<file path="config.mk">
export PLATFORM = sky130hd
export DESIGN_NAME = reaction_session_ctrl
export DESIGN_NICKNAME = d
export VERILOG_FILES = /design/src/rtl/reaction_session_ctrl.sv
export SDC_FILE = /design/constraint.sdc
export NUM_CORES = 1
export LEC_CHECK = 0
export ABC_CLOCK_PERIOD_IN_PS = 5400
export CAP_MARGIN = 20
export CORE_ASPECT_RATIO = 1.75
export CORE_MARGIN = 10
export CORE_UTILIZATION = 55
export CTS_CLUSTER_SIZE = 10
export DETAILED_ROUTE_END_ITERATION = 6
export GPL_ROUTABILITY_DRIVEN = 0
export GPL_TIMING_DRIVEN = 0
export HOLD_SLACK_MARGIN = 0.15
export PLACE_DENSITY = 0.77
export REMOVE_ABC_BUFFERS = 1
export SLEW_MARGIN = 20
export SYNTH_ARGS = -nofsm -noshare
export SYNTH_HDL_FRONTEND = slang
export SYNTH_SLANG_ARGS = --single-unit
</file>
<file path="constraint.sdc">
create_clock -name clk -period 5.4 [get_ports clk]
set_input_delay 0.81 -clock clk [delete_from_list [all_inputs] [get_ports clk]]
set_output_delay 0.81 -clock clk [all_outputs]
set_load 0.01 [all_outputs]
</file>
<file path="src/rtl/reaction_session_ctrl.sv">
// -----------------------------------------------------------------------------
// reaction_session_ctrl
//
// Multi-round session scheduler for the reaction game. It issues one start
// pulse per round to the single-round game FSM and captures each round result
// from the reaction-timer datapath. It tracks the best valid time and, after
// the last round, the truncated average of the valid rounds. It also selects
// the number shown on the seven-segment driver.
//
// Parameters
//   ROUNDS   rounds per session (1..15)
//   HOLD_MS  ms each round result stays on display (1..65535)
//
// Ports
//   clk              system clock
//   rst              synchronous active-high reset
//   ms_tick          one-cycle pulse every 1 ms
//   session_btn      one-cycle debounced pulse, starts a session
//   disp_sel         DONE display select: 0 = average, 1 = best
//   fsm_show_time    game FSM level, high while a round result is valid
//   fsm_early_error  game FSM level, high if the round was a false start
//   reaction_ms      reaction time from the timer, in ms
//   fsm_start        one-cycle start pulse to the game FSM
//   disp_number      value for the seven-segment driver
//   round_idx        current round 1..ROUNDS, 0 in IDLE
//   best_ms          minimum valid time, 16'hFFFF if none
//   avg_ms           floor(sum / valid_cnt), 16'hEEEE if no valid round
//   busy             high in every state except IDLE and DONE
//   session_done     high in DONE
// -----------------------------------------------------------------------------
module reaction_session_ctrl #(
  parameter int ROUNDS  = 5,
  parameter int HOLD_MS = 2000
) (
  input  logic        clk,
  input  logic        rst,
  input  logic        ms_tick,
  input  logic        session_btn,
  input  logic        disp_sel,
  input  logic        fsm_show_time,
  input  logic        fsm_early_error,
  input  logic [15:0] reaction_ms,
  output logic        fsm_start,
  output logic [15:0] disp_number,
  output logic [3:0]  round_idx,
  output logic [15:0] best_ms,
  output logic [15:0] avg_ms,
  output logic        busy,
  output logic        session_done
);

  typedef enum logic [2:0] {
    ST_IDLE     = 3'd0,
    ST_START    = 3'd1,
    ST_WAIT_RES = 3'd2,
    ST_HOLD     = 3'd3,
    ST_DIVIDE   = 3'd4,
    ST_DONE     = 3'd5
  } state_t;

  localparam logic [3:0]  ROUNDS_LAST = 4'(ROUNDS);
  localparam logic [15:0] HOLD_LAST   = 16'(HOLD_MS - 1);
  localparam logic [4:0]  DIV_LAST    = 5'd23;
  localparam logic [15:0] NO_BEST     = 16'hFFFF;
  localparam logic [15:0] NO_AVG      = 16'hEEEE;

  state_t      state_r, state_nxt_s;
  logic        show_d_r;
  logic        show_rise_s;

  logic [23:0] sum_r, sum_nxt_s;
  logic [3:0]  valid_cnt_r, valid_cnt_nxt_s;
  logic [3:0]  early_cnt_r, early_cnt_nxt_s;
  logic [3:0]  round_r, round_nxt_s;
  logic [15:0] hold_cnt_r, hold_cnt_nxt_s;
  logic [15:0] best_r, best_nxt_s;
  logic [15:0] avg_r, avg_nxt_s;
  logic [15:0] last_r, last_nxt_s;

  // Restoring divider: quo_r starts as the dividend and shifts quotient bits
  // in from the right; the remainder never exceeds the 4-bit divisor.
  logic [23:0] quo_r, quo_nxt_s;
  logic [3:0]  rem_r, rem_nxt_s;
  logic [4:0]  div_cnt_r, div_cnt_nxt_s;
  logic [4:0]  partial_s;
  logic        take_s;
  logic [3:0]  diff_s;
  logic [23:0] quo_step_s;
  logic [3:0]  rem_step_s;

  logic        hold_done_s;
  logic        last_round_s;
  logic        div_done_s;

  logic        fsm_start_r, fsm_start_nxt_s;
  logic        busy_r, busy_nxt_s;
  logic        done_r, done_nxt_s;
  logic [15:0] disp_r, disp_nxt_s;

  assign show_rise_s  = fsm_show_time & ~show_d_r;
  assign hold_done_s  = ms_tick & (hold_cnt_r == HOLD_LAST);
  assign last_round_s = (round_r == ROUNDS_LAST);
  assign div_done_s   = (div_cnt_r == DIV_LAST);

  assign partial_s  = {rem_r, quo_r[23]};
  assign take_s     = (partial_s >= {1'b0, valid_cnt_r});
  // When take_s is set the true difference is below 16, so 4 bits suffice.
  assign diff_s     = partial_s[3:0] - valid_cnt_r;
  assign rem_step_s = take_s ? diff_s : partial_s[3:0];
  assign quo_step_s = {quo_r[22:0], take_s};

  assign fsm_start    = fsm_start_r;
  assign busy         = busy_r;
  assign session_done = done_r;
  assign disp_number  = disp_r;
  assign round_idx    = round_r;
  assign best_ms      = best_r;
  assign avg_ms       = avg_r;

  // State register, datapath registers and registered outputs.
  always_ff @(posedge clk) begin
    if (rst) begin
      state_r     <= ST_IDLE;
      show_d_r    <= 1'b0;
      sum_r       <= 24'd0;
      valid_cnt_r <= 4'd0;
      early_cnt_r <= 4'd0;
      round_r     <= 4'd0;
      hold_cnt_r  <= 16'd0;
      best_r      <= NO_BEST;
      avg_r       <= NO_AVG;
      last_r      <= 16'd0;
      quo_r       <= 24'd0;
      rem_r       <= 4'd0;
      div_cnt_r   <= 5'd0;
      fsm_start_r <= 1'b0;
      busy_r      <= 1'b0;
      done_r      <= 1'b0;
      disp_r      <= 16'd0;
    end else begin
      state_r     <= state_nxt_s;
      show_d_r    <= fsm_show_time;
      sum_r       <= sum_nxt_s;
      valid_cnt_r <= valid_cnt_nxt_s;
      early_cnt_r <= early_cnt_nxt_s;
      round_r     <= round_nxt_s;
      hold_cnt_r  <= hold_cnt_nxt_s;
      best_r      <= best_nxt_s;
      avg_r       <= avg_nxt_s;
      last_r      <= last_nxt_s;
      quo_r       <= quo_nxt_s;
      rem_r       <= rem_nxt_s;
      div_cnt_r   <= div_cnt_nxt_s;
      fsm_start_r <= fsm_start_nxt_s;
      busy_r      <= busy_nxt_s;
      done_r      <= done_nxt_s;
      disp_r      <= disp_nxt_s;
    end
  end

  // Next-state logic of the session sequencer.
  always_comb begin
    state_nxt_s = state_r;
    case (state_r)
      ST_IDLE, ST_DONE: begin
        if (session_btn) begin
          state_nxt_s = ST_START;
        end else begin
          state_nxt_s = state_r;
        end
      end
      ST_START: begin
        state_nxt_s = ST_WAIT_RES;
      end
      ST_WAIT_RES: begin
        if (show_rise_s) begin
          state_nxt_s = ST_HOLD;
        end else begin
          state_nxt_s = ST_WAIT_RES;
        end
      end
      ST_HOLD: begin
        if (hold_done_s) begin
          if (last_round_s) begin
            state_nxt_s = ST_DIVIDE;
          end else begin
            state_nxt_s = ST_START;
          end
        end else begin
          state_nxt_s = ST_HOLD;
        end
      end
      ST_DIVIDE: begin
        if ((valid_cnt_r == 4'd0) || div_done_s) begin
          state_nxt_s = ST_DONE;
        end else begin
          state_nxt_s = ST_DIVIDE;
        end
      end
      default: begin
        state_nxt_s = ST_IDLE;
      end
    endcase
  end

  // Datapath next values: session clear, result capture, hold timing, division.
  always_comb begin
    sum_nxt_s       = sum_r;
    valid_cnt_nxt_s = valid_cnt_r;
    early_cnt_nxt_s = early_cnt_r;
    round_nxt_s     = round_r;
    hold_cnt_nxt_s  = hold_cnt_r;
    best_nxt_s      = best_r;
    avg_nxt_s       = avg_r;
    last_nxt_s      = last_r;
    quo_nxt_s       = quo_r;
    rem_nxt_s       = rem_r;
    div_cnt_nxt_s   = div_cnt_r;
    case (state_r)
      ST_IDLE, ST_DONE: begin
        if (session_btn) begin
          sum_nxt_s       = 24'd0;
          valid_cnt_nxt_s = 4'd0;
          early_cnt_nxt_s = 4'd0;
          hold_cnt_nxt_s  = 16'd0;
          best_nxt_s      = NO_BEST;
          round_nxt_s     = 4'd1;
        end else begin
          round_nxt_s = round_r;
        end
      end
      ST_START: begin
        hold_cnt_nxt_s = 16'd0;
      end
      ST_WAIT_RES: begin
        hold_cnt_nxt_s = 16'd0;
        if (show_rise_s) begin
          if (fsm_early_error) begin
            early_cnt_nxt_s = early_cnt_r + 4'd1;
            last_nxt_s      = NO_AVG;
          end else begin
            sum_nxt_s       = sum_r + {8'd0, reaction_ms};
            valid_cnt_nxt_s = valid_cnt_r + 4'd1;
            best_nxt_s      = (reaction_ms < best_r) ? reaction_ms : best_r;
            last_nxt_s      = reaction_ms;
          end
        end else begin
          last_nxt_s = last_r;
        end
      end
      ST_HOLD: begin
        if (ms_tick) begin
          hold_cnt_nxt_s = hold_cnt_r + 16'd1;
          if (hold_done_s) begin
            if (last_round_s) begin
              // Load the divider on the way into DIVIDE.
              quo_nxt_s     = sum_r;
              rem_nxt_s     = 4'd0;
              div_cnt_nxt_s = 5'd0;
            end else begin
              round_nxt_s = round_r + 4'd1;
            end
          end else begin
            round_nxt_s = round_r;
          end
        end else begin
          hold_cnt_nxt_s = hold_cnt_r;
        end
      end
      ST_DIVIDE: begin
        if (valid_cnt_r == 4'd0) begin
          avg_nxt_s = NO_AVG;
        end else begin
          quo_nxt_s     = quo_step_s;
          rem_nxt_s     = rem_step_s;
          div_cnt_nxt_s = div_cnt_r + 5'd1;
          // Sum of at most 15 16-bit values over the count fits in 16 bits.
          if (div_done_s) begin
            avg_nxt_s = quo_step_s[15:0];
          end else begin
            avg_nxt_s = avg_r;
          end
        end
      end
      default: begin
        round_nxt_s = 4'd0;
      end
    endcase
  end

  // Output decode from the next state so that every output is registered.
  always_comb begin
    fsm_start_nxt_s = 1'b0;
    busy_nxt_s      = 1'b0;
    done_nxt_s      = 1'b0;
    disp_nxt_s      = 16'd0;
    case (state_nxt_s)
      ST_IDLE: begin
        disp_nxt_s = 16'd0;
      end
      ST_START: begin
        fsm_start_nxt_s = 1'b1;
        busy_nxt_s      = 1'b1;
      end
      ST_WAIT_RES, ST_DIVIDE: begin
        busy_nxt_s = 1'b1;
      end
      ST_HOLD: begin
        busy_nxt_s = 1'b1;
        disp_nxt_s = last_nxt_s;
      end
      ST_DONE: begin
        done_nxt_s = 1'b1;
        disp_nxt_s = disp_sel ? best_nxt_s : avg_nxt_s;
      end
      default: begin
        disp_nxt_s = 16'd0;
      end
    endcase
  end

endmodule
</file>
* Word level (Yosys, flattened, before mapping) *
Cells that the tools add are included.

storage, ports and cells
  flip-flop bits (word level) = 152
  logic and storage cells = 117

cells by class
  add/subtract/negate cells = 6
  magnitude comparators = 2
  eq/ne operators = 21
  muxes and demuxes = 54
  bitwise logic cells = 4
  reduce and logical (&&, ||, !) cells = 14

operators by type and width
  kind                   number
  $mux 16                13
  $mux 24                7
  $pmux 24 s2            2
  $pmux 16 s2            2
  $mux 4                 12
  $pmux 16 s3            1
  $add 24x16->24         1
  $mux 5                 4
  $add 16x1->16 const B  1
  $eq 16x11->1 const B   1
  $lt 16x16->1           1
  $ne 2x2->1 const B     8
  $pmux 4 s2             2
  $pmux 3 s5             1
  $eq 3x2->1 const B     4
  $eq 3x3->1 const B     4
  $pmux 4 s3             1
  $pmux 5 s2             1
  $reduce_and 5->1       2
  $mux 3                 3
  $add 4x1->4 const B    2
  $eq 3x1->1 const B     2
  $add 5x1->5 const B    1
  $eq 5x5->1 const B     1
  other kinds (16)       24

* Depth between registers and ports, before layout *
  depth in word-level cells = 7
  gate-level depth with buffers = 11
  mapped depth without buffers = 8

* Worst setup path before layout *
Ideal clock, no wire load.

  path type = input to register
  start = input port reaction_ms[0]
  end = register sum_r[18]
  library setup time = 0.070 ns
  arrival = 2.697 ns
  data required time = 5.330 ns
  path slack = 2.632 ns
  stages = 8
  path buffers = 0
  cells stage by stage = ha_1 -> fa_1 -> a211oi_1 -> or3_1 -> a31o_2 -> a211o_1 -> or3_1 -> a21oi_1

between the ends
  cells in the longest elaborated chain, start to end = 4

RTL lines
  what                    line  RTL
  start: declaration      42    input logic [15:0] reaction_ms,
  $add 24x16->24          242   sum_nxt_s = sum_r + {8'd0, reaction_ms};
  $mux 24                 238   if (fsm_early_error) begin
  $mux 24                 237   if (show_rise_s) begin
  $pmux 24 s2             219   case (state_r)
  end signal: assignment  143   sum_r <= sum_nxt_s;
  end: declaration        71    logic [23:0] sum_r, sum_nxt_s;

No other way between the ends. The select of a mux whose other input is x is not followed.
A chain may end at the register's enable or synchronous reset.

* Worst setup path after layout *
  start = input port fsm_early_error
  end = register disp_r[4] (netlist: disp_number[4])

between the ends
  cells in the longest elaborated chain, start to end = 5

RTL lines
  what                    line  RTL
  start: declaration      41    input logic fsm_early_error,
  $mux 16                 238
  $mux 16                 237
  $pmux 16 s2             219
  $mux 16                 314   disp_nxt_s = disp_sel ? best_nxt_s : avg_nxt_s;
  $pmux 16 s2 (*)         297   case (state_nxt_s)
  end signal: assignment  157   disp_r <= disp_nxt_s;
  end: declaration        98    logic [15:0] disp_r, disp_nxt_s;

Every way passes the cells marked *; elsewhere a longest branch is shown, timed or not.

==> results.cfg <==
[run_status]
status = finished clean

[timing]
max_freq_mhz = 272
clock_skew_ns = 0.00940
finalSetupViolCount = 0
fin_crit_sh_pct = 68.1
rsz0062_at_grt = false
report.final.slew_viol_count = 0
worst_slew_pin_slew_ns = 0.945
max-slew-margin-rel_pct = 36.8
fin_crit_ns = 3.68
hold_viol = 0
setup_ws_ns = 1.72
timing.setup.tns_ns = 0

[cts]
cts_hold_buf = 0
cts_sinks = 152
tritoncts = yes
clkTransAtPathRegs_ns = 0.06
cts_buffer_depth = 2
cts_post_setup_buffers_inserted = 0
root_buffer = clkbuf_16
postCtsResizedCells = 0
clk_latency_ns = 0.42
htree_levels = 4
cts_made_buffers = 17

[hold_path]
hold_class = flop to flop
hold_path.startpoint = last_r[12]$_SDFF_PP0_

[logic_synthesis]
synthFlopType = dfxtp_1
synth_area_um2 = 7760
synth.top_cell.area_share_pct = 39.2
synth_cell_types = 68
ys_seq_elements = 152
post_synth.cell_area_avg_um2 = 8.36
async_flop_share_pct = 0
synth_area_leader_cell = dfxtp_1
seq_area_frac_synth_pct = 39.2
synthCells = 928
yosysWarnings = 0
yosys-top-cells-area = dfxtp_1, ha_1, a21oi_1
synth_edf_count = 0

[detailed_routing]
wirelength_um = 22000
dr.pass1.iters = 6
vias_per_cell = 6.14
drt_iter0_drc = 470
via_count = 7171
wire_per_inst_um = 18.8
ant_nets = 0
route.detailed.drc = 0

[global_route]
grt_overflow = 0
grt_pass1_vias = 7156
grt_max_degree = 63
antenna_found_initial = 0
grt_use_total_pct = 23.1
grt_pass1_wl_um = 35600

[job]
drv_cap = 0

[floorplan]
num_rows = 57
fp.dieW_um = 110
fp.dieArea_um2 = 19400
die_h_um = 177
start_util_pct = 56.1
io_pins = 78
core_um2 = 13800

[critical_path]
path_max_fanout = 31
arrival_ns = 3.98
crit_type = primary input to flop
cp-startpoint = fsm_early_error
crit_required_ns = 5.70
r2r_start = state_r[1]$_SDFF_PP0_
cp-end-kind = flop
startpoint_type = primary input

[placement]
dp_hpwl_um = 15500
preCtsSetupSlack_ns = 1.46
dp.cells = 1138
port_buffers = 77

[cells_and_area]
stdcell_count = 1168
nFillCells = 1180
drive_above_1_share_pct = 5.45
area_growth_syn_to_layout_pct = 20.1
fin_nets = 1046
num_antenna_cells = 0

[power_and_ir_drop]
ir_drop_v = 0.000175
power_leakage_nw = 3.38
powerDensity_nw_per_um2 = 289
routing by layer:
metal	share of wire, %	wire [um]	global-route usage, %	up-vias
met4	6.2	1360	15.5	0
met5	0	0	0	-
met2	52	11500	41.3	250
met3	4.3	950	3.94	81
li1	-	-	-	3436
met1	37	8190	23.5	3404
final timing paths:
| kind | end | slack (ns) | cells past startpoint |
|---|---|---|---|
| min | last_r[12]$_SDFF_PP0_ | 0.46 | 2 |
| max | disp_number[4]$_SDFF_PP0_ | 1.72 | 6 |
| min reg2reg | last_r[12]$_SDFF_PP0_ | 0.46 | 2 |
| max reg2reg | disp_number[4]$_SDFF_PP0_ | 2.06 | 6 |
where the power goes:
part	switching [mW]	internal, mW
clock network	0.478	0.845
logic	0.137	0.0860
registers	0.0136	1.14
final cells by class:
| type | instances | area [um2] | share of cell area [%] |
|---|---|---|---|
| multi-input combinational | 697 | 4420 | 47.5 |
| sequential | 152 | 3040 | 32.7 |
| timing repair buffer | 82 | 865 | 9.28 |
| clock buffer | 20 | 457 | 4.90 |
| tap | 177 | 221 | 2.38 |
| clock inverter | 10 | 193 | 2.07 |
| inverter | 30 | 113 | 1.21 |
synth_stat cells, types with 5 or more instances:
| cell | count |
|---|---|
| a22oi_1 | 37 |
| nand2b_1 | 37 |
| xor2_1 | 5 |
| mux2i_1 | 20 |
| o21ai_0 | 38 |
| nor2b_1 | 7 |
| and4_1 | 5 |
| and2_1 | 6 |
| ha_1 | 41 |
| a31oi_1 | 7 |
| nand2_1 | 100 |
| nor3_1 | 39 |
| inv_1 | 30 |
| buf_2 | 5 |
| a21oi_1 | 75 |
| a211oi_1 | 5 |
| nand3_1 | 27 |
| a21o_1 | 8 |
| nor2_1 | 93 |
| o22ai_1 | 13 |
| or3_1 | 11 |
| nand3b_1 | 8 |
| clkbuf_1 | 37 |
| xnor2_1 | 24 |
| nand4_1 | 8 |
| o211ai_1 | 9 |
| a32o_1 | 10 |
| dfxtp_1 | 152 |
flip-flops by register name, indices dropped and copies added (netlist names):
name / flops
avg_ms: 16
best_ms: 16
rem_r: 4
valid_cnt_r: 4
last_r: 16
busy: 1
show_d_r: 1
hold_cnt_r: 16
session_done: 1
quo_r: 24
disp_number: 16
fsm_start: 1
round_idx: 4
state_r: 3
sum_r: 24
div_cnt_r: 5
cell families after synthesis:
group | synth area share, %
AO/OA/AOI/OAI | 19.5
XOR/XNOR | 3.27
adder cells (fa/ha/maj) | 7.13
buffers and inverters | 4.29
flip-flops | 39.2
multiplexers | 2.87
AND/OR/NAND/NOR | 23.7
stage by stage:
step / utilization (%) / hold WS [ns] / power [mW] / area, um2
2_1_floorplan: - / 0.428 / 1.29 / 7540
6_report: 67.3 / 0.458 / 2.70 / 9310
3_3_place_gp: 61.6 / 0.443 / 1.39 / 8530
3_5_place_dp: 62.6 / 0.450 / 1.39 / 8660
4_1_cts: 67.3 / 0.458 / 2.71 / 9310
5_1_grt: 67.3 / 0.489 / 2.78 / 9310
placed cells by master, fill, tap and decap left out, drive strengths merged, types with 9 or more instances in the layout:
| master | n |
|---|---|
| o211ai | 9 |
| o22ai | 13 |
| nand3b | 9 |
| inv | 32 |
| a21oi | 75 |
| nand3 | 27 |
| ha | 41 |
| nand2b | 37 |
| nor3 | 40 |
| xnor2 | 24 |
| nand2 | 101 |
| nor2 | 93 |
| or3 | 11 |
| dfxtp | 152 |
| clkbuf | 20 |
| a32o | 10 |
| o21ai | 39 |
| a22oi | 37 |
| clkdlybuf4s50 | 76 |
| mux2i | 20 |
critical path, cell delays in order:
cell	delay, ns
clkdlybuf4s50_1	0.91
or2_2	0.56
a2111oi_0	0.41
a22o_2	0.75
mux2i_1	0.20
a32o_1	0.32
Note: power is estimated with default switching activity, not from simulation.
